--- config.mk ---
export PLATFORM = sky130hd
export DESIGN_NAME = tdc_pair_stamper
export DESIGN_NICKNAME = d
export VERILOG_FILES = /design/src/rtl/tdc_pair_stamper.sv
export SDC_FILE = /design/constraint.sdc
export NUM_CORES = 1
export LEC_CHECK = 0
export CORE_MARGIN = 1
export CORE_UTILIZATION = 58
export CTS_CLUSTER_SIZE = 24
export DETAILED_ROUTE_END_ITERATION = 8
export PLACE_DENSITY = 0.85
export SYNTH_ARGS = -nofsm -noshare
export SYNTH_HDL_FRONTEND = slang
export SYNTH_SLANG_ARGS = --single-unit
--- constraint.sdc ---
create_clock -name clk -period 2.6 [get_ports clk]
set_input_delay 0.52 -clock clk [delete_from_list [all_inputs] [get_ports clk]]
set_output_delay 0.52 -clock clk [all_outputs]
set_load 0.02 [all_outputs]
--- src/rtl/tdc_pair_stamper.sv ---
// Timestamps synchronised start/stop edges against a free-running coarse counter
// and emits each completed measurement as a strict start/stop pair of dval strobes.
module tdc_pair_stamper #(
    parameter int               CNT_W    = 37,
    parameter logic [CNT_W-1:0] CNT_INIT = '0,
    parameter int               TIMEOUT  = 5000,
    parameter int               GAP      = 1
) (
    input  logic             clk,
    input  logic             rst,
    input  logic             enable,
    input  logic             start_in,
    input  logic             stop_in,
    output logic [CNT_W-1:0] mlt,
    output logic             dval,
    output logic             busy,
    output logic             pair_err,
    output logic [7:0]       pair_cnt,
    output logic [7:0]       drop_cnt
);

    localparam int TO_W = $clog2(TIMEOUT + 1);

    typedef enum logic [2:0] {S_IDLE, S_ARMED, S_EMIT1, S_GAP, S_EMIT2} state_t;

    state_t           state, state_n;
    logic [CNT_W-1:0] ts, t_start, t_stop;
    logic [2:0]       sync_start, sync_stop;
    logic             start_edge, stop_edge;
    logic [TO_W-1:0]  to_cnt;
    logic [3:0]       gap_cnt;
    logic             cap_start, cap_stop, timeout_hit, emitting;
    logic [8:0]       drop_sum;

    // Identical 2-FF synchroniser + edge register on both channels so their latency cancels.
    assign start_edge = sync_start[1] & ~sync_start[2];
    assign stop_edge  = sync_stop[1]  & ~sync_stop[2];
    assign emitting   = (state == S_EMIT1) || (state == S_GAP) || (state == S_EMIT2);
    assign busy       = (state != S_IDLE);
    assign pair_err   = timeout_hit;
    assign drop_sum   = {1'b0, drop_cnt} + 9'(start_edge) + 9'(stop_edge);

    always_comb begin
        state_n     = state;
        cap_start   = 1'b0;
        cap_stop    = 1'b0;
        timeout_hit = 1'b0;
        case (state)
            S_IDLE: begin
                if (enable && start_edge) begin
                    cap_start = 1'b1;
                    state_n   = S_ARMED;
                end
            end
            S_ARMED: begin
                // Stop beats a simultaneous start; any edge defers the timeout.
                if (!enable) begin
                    state_n = S_IDLE;
                end else if (stop_edge) begin
                    cap_stop = 1'b1;
                    state_n  = S_EMIT1;
                end else if (start_edge) begin
                    cap_start = 1'b1;
                end else if (to_cnt == TO_W'(TIMEOUT - 1)) begin
                    timeout_hit = 1'b1;
                    state_n     = S_IDLE;
                end
            end
            S_EMIT1: state_n = S_GAP;
            S_GAP:   if (gap_cnt == 4'(GAP - 1)) state_n = S_EMIT2;
            S_EMIT2: state_n = S_IDLE;
            default: state_n = S_IDLE;
        endcase
    end

    always_ff @(posedge clk or negedge rst) begin
        if (!rst) begin
            state      <= S_IDLE;
            ts         <= CNT_INIT;
            sync_start <= '0;
            sync_stop  <= '0;
            t_start    <= '0;
            t_stop     <= '0;
            to_cnt     <= '0;
            gap_cnt    <= '0;
            mlt        <= '0;
            dval       <= 1'b0;
            pair_cnt   <= '0;
            drop_cnt   <= '0;
        end else begin
            state      <= state_n;
            ts         <= ts + CNT_W'(1);
            sync_start <= {sync_start[1:0], start_in};
            sync_stop  <= {sync_stop[1:0], stop_in};

            if (cap_start)  t_start <= ts;
            if (cap_stop)   t_stop  <= ts;

            if (cap_start)              to_cnt <= '0;
            else if (state == S_ARMED)  to_cnt <= to_cnt + TO_W'(1);

            if (state == S_EMIT1)       gap_cnt <= '0;
            else if (state == S_GAP)    gap_cnt <= gap_cnt + 4'd1;

            // Strobe and word registered together; mlt holds between strobes.
            dval <= (state_n == S_EMIT1) || (state_n == S_EMIT2);
            if (state_n == S_EMIT1)      mlt <= t_start;
            else if (state_n == S_EMIT2) mlt <= t_stop;

            if (state == S_EMIT2) pair_cnt <= pair_cnt + 8'd1;
            if (emitting)         drop_cnt <= (drop_sum > 9'd255) ? 8'hFF : drop_sum[7:0];
        end
    end

endmodule

# --- After elaboration in Yosys (flattened, before gate mapping) ---
# Index checks and enable logic that the tools add are counted.
totals:
  word_cells: 67
  out_inout_bits: 56
  input_bits: 5
  register_bits: 191
classes:
  n_eq_ne: 7
  addsub: 6
  reduce_logical: 10
  mux: 27
  bitwise: 4
  order_cmp: 1
op_table:
  columns: ["cell", "n"]
  rows:
  - ["2-to-1 mux 37 bit", 2]
  - ["adder 37 x 1 -> 37 bit, second input constant", 1]
  - ["2-to-1 mux 13 bit", 2]
  - ["2-to-1 mux 3 bit", 6]
  - ["adder 13 x 1 -> 13 bit, second input constant", 1]
  - ["== test 13 bit, second input constant", 1]
  - ["2-to-1 mux 1 bit", 12]
  - ["one-hot mux 3 bit (4 select lines)", 1]
  - ["adder 8 x 1 -> 9 bit", 1]
  - ["adder 9 x 1 -> 9 bit", 1]
  - ["== test 3 x 2 -> 1 bit, second input constant", 3]
  - ["greater-than comparator 9 x 8 -> 1 bit, second input constant", 1]
  - ["adder 8 x 1 -> 8 bit, second input constant", 1]
  - ["2-to-1 mux 4 bit", 2]
  - ["2-to-1 mux 8 bit", 1]
  - ["== test 3 bit, second input constant", 2]
  - ["nonzero test 2 bit", 3]
  - ["adder 4 x 1 -> 4 bit, second input constant", 1]
  - ["logical NOT 4 bit", 1]
  - ["== test 3 x 1 -> 1 bit, second input constant", 1]
  - ["logical NOT 3 bit", 1]
  - ["logical OR 1 bit", 3]
  - ["nonzero test 3 bit", 1]
  - ["bitwise AND 1 bit", 2]
  - ["other kinds (3)", 4]

# --- Logic depth before layout (Yosys ltp) ---
# Gate-level depths: netlist (run 1).
logic_depth:
  word_depth: 9
  mapped_depth: 8

# --- Worst setup path after synthesis (run 1) ---
# Ideal clock, no wire load.
synth_path:
  path_type: "reg-to-output"
  startpoint: "register to_cnt[4]"
  endpoint: "output port pair_err"
  arrival_time_ns: 1.750
  path_buffers: 0
  setup_slack_ns: 0.330
  stages_incl_launch_ff: 4
  cell_sequence: "dfrtp_1 or4b_2 nor4_1 nor2b_1"
synth_via:
  elab_chain_len: 6
synth_lines:
  columns: ["item", "line", "rtl"]
  rows:
  - ["start: declaration", "30", "logic [TO_W-1:0] to_cnt;"]
  - ["start signal: assignment", "100", "else if (state == S_ARMED) to_cnt <= to_cnt + TO_W'(1);"]
  - ["== test 13 bit", "64", "end else if (to_cnt == TO_W'(TIMEOUT - 1)) begin"]
  - ["2-to-1 mux 1 bit", "64", null]
  - ["2-to-1 mux 1 bit", "62", "end else if (start_edge) begin"]
  - ["2-to-1 mux 1 bit", "59", "end else if (stop_edge) begin"]
  - ["2-to-1 mux 1 bit", "57", "if (!enable) begin"]
  - ["2-to-1 mux 1 bit", "48", "case (state)"]
  - ["end: declaration", "17", "output logic pair_err,"]
# Every way passes these cells.

# --- Worst setup path after layout (run 1) ---
layout_path:
  startpoint: "register to_cnt[3]"
  endpoint: "output port pair_err"
# Same word-level chain as after synthesis.

==> summary.txt, run 1 <==
dpl cell area: 8890 um^2
CP max-delay cell: or4b_4
worst vdd ir: 384 uV
r2r startpoint: sync_stop[1]
Post-Syn Nets: 748
Crit path required time: 2.08 ns
number of global-route vias before repair: 6046
Period Utilization, post-route: 93.4%
fin worst setup slack: 0.171 ns
slowest cell delay on critical path: 0.55 ns
outcome: completed
Layout Skew: 0.00739 ns
clk_lat worst skew: 0.44 ns
Tmin final: 2.43 ns
Mapped Area: 8040 um^2
largest net degree at the start of global routing: 74
die height: 120 um
CTS Root Cell: clkbuf_16
most common cell after layout, fill and taps aside: nand2_1
router iterations before antenna repair: 5
CP Max Fanout: 2
Pwr Total: 7.36 mW
first-pass GRT wire length: 29700 um
initial antenna violation count: 0
Starting Density: 60.0%
clock sink count: 191
Final Hold Fails: 0
critical path, cell by cell: or4b_4 -> nor4_4 -> nor2b_1 -> buf_4
H-tree levels: 4
Avg Cell Area, Syn: 10.9 um^2
cells after synthesis: 736
Setup crit end kind: primary output
hold buffer count at CTS: 0
Yosys cell types: 49
final RePlAce weighted congestion: 0.854
fin util: 71.3%
CTS tree: done
layout cells sized above 1: 11.6%
Max-Cap Viols: 0
worst min path class: in -> async
critical path class: reg -> out
Fin Hold WS: 0.0542 ns
Layout area overhead: 18.9%
Core Rows: 42
Leak: 4.61 nW
asr flop ratio synth: 100%
number of buffers created by CTS: 17
via count: 5717
total track usage: 26.8%
Layout Nets: 811
CTS Buffer Depth: 2
DP HPWL: 10700 um
die area: 14300 um^2
final setup fails: 0
crit path DAT: 1.91 ns
vias per cell: 5.79
routed wire length: 17600 um
WL/cell: 17.8 um
post-synthesis sequential element count: 191
most frequent cells in the layout: nand2_1, dfrtp_1, clkdlybuf4s50_1
fmax: 412 MHz
Max Transition Viols Final: 0
Detail Route Antenna Nets: 0
worst path buffer plus inverter count: 1
RSZ-0062 raised after global routing: no
Pwr per Cell Area: 771 nW/um^2
design area: 9550 um^2
CP delay by family, top: simple AND/OR/NAND/NOR gates
Ports: 61
DRT iter0 DRCs: 471
grt ovf: 0
DR DRC count: 0
n_diodes: 0
dominant synthesized flop cell: dfrtp_1
Post-synth EDFFs: 0
IO buf count: 60
Max-slew headroom: 57.1%
pre-CTS WS: -0.143 ns
worst setup path start: to_cnt[3]
sequential fraction of the synthesis area: 59.5%
CTS clk-pin slew, worst paths: 0.07 ns
area of the core: 13400 um^2
startpoint types: register
Die X: 120 um
synth warn: 0
worst slew pin tran: 0.642 ns
setup bufs post-CTS: 0
==> sequential cells by signal, indices dropped and copies added, names as in the netlist, 4 cells and up <==
name	cells
drop_cnt	8
to_cnt	13
pair_cnt	8
mlt	37
t_stop	37
t_start	37
ts	37
gap_cnt	4
==> cell usage after synthesis, types with 2 or more instances <==
cell type,instances,area (um^2)
and4_1,6,52.6
a211oi_1,2,15.0
a22oi_1,35,263
dfrtp_1,191,4780
mux2_1,10,113
buf_1,2,7.51
buf_2,16,80.1
o21ai_0,16,80.1
nand2b_1,2,12.5
nand4b_1,4,35.0
xor2_1,13,114
nand3_1,24,120
mux2i_1,3,30.0
or3_1,6,37.5
and3_1,13,81.3
and4bb_2,2,25.0
xnor2_1,38,333
nand2_1,214,803
inv_1,9,33.8
nand4_1,18,113
buf_4,2,15.0
mux2_2,27,304
ha_1,6,75.1
a31oi_1,4,25.0
nor2_1,16,60.1
buf_6,4,45.0
a21oi_1,12,60.1
nor3_1,4,20.0
clkbuf_1,11,41.3
nor2b_1,4,25.0
and2_1,4,25.0
==> cells by family after synthesis <==
family | Yosys count | share of synthesized area [%]
fa+ha+maj | 7 | 1.18
simple gates | 329 | 19.2
buf+inv | 44 | 2.77
flops | 191 | 59.5
xor+xnor | 51 | 5.56
mux | 40 | 5.56
compound gates | 74 | 6.24
==> timing repair <==
item,4_1_cts,5_1_grt
setup endpoints to repair,1,1
gates resized for setup,7,1
pin swaps,1,1
gates cloned,0,0
==> routing by layer <==
layer	track usage, %	up-vias	share of wire [%]
met5	0	-	0
met2	45.2	127	52
met4	13.1	0	3.0
met3	4.37	48	3.1
li1	-	2626	-
met1	33.9	2916	42
==> metrics by stage <==
step | setup TNS [ns] | std cells
4_1_cts | 0 | 988
6_report | 0 | 988
3_3_place_gp | -0.0464 | 956
2_1_floorplan | 0 | 736
3_5_place_dp | -0.143 | 956
5_1_grt | 0 | 988
==> path summary, 6_finish.rpt <==
path	to	slack, ns	cells after the start
max	pair_err	0.17	4
max reg2reg	drop_cnt[2]	0.35	7
min	gap_cnt[3]	0.05	1
max in group asynchronous	sync_stop[0]	1.79	2
min in group clk	sync_start[1]	0.35	0
min reg2reg	sync_start[1]	0.35	0
==> power by group <==
part           total, mW  switching (mW)  leakage [nW]  internal (mW)
clock network       2.82            1.13         0.297           1.69
logic               1.12           0.657          1.72          0.461
registers           3.43           0.217          2.59           3.21
total               7.36            2.01          4.61           5.36
==> cell type report <==
class	count	area [um^2]
sequential	191	4780
fill	879	3850
multi-input combinational	501	3050
timing repair buffer	79	817
clock buffer	20	467
tap	176	220
clock inverter	12	183
inverter	9	33.8
Power figures use the tool's default switching activity.
==> inputs of run 2 (changes only) <==
Settings changed: CAP_MARGIN set to 20.
==> results of run 2 <==
Same layout as run 1: the final DEF is identical, and so are final timing and power.
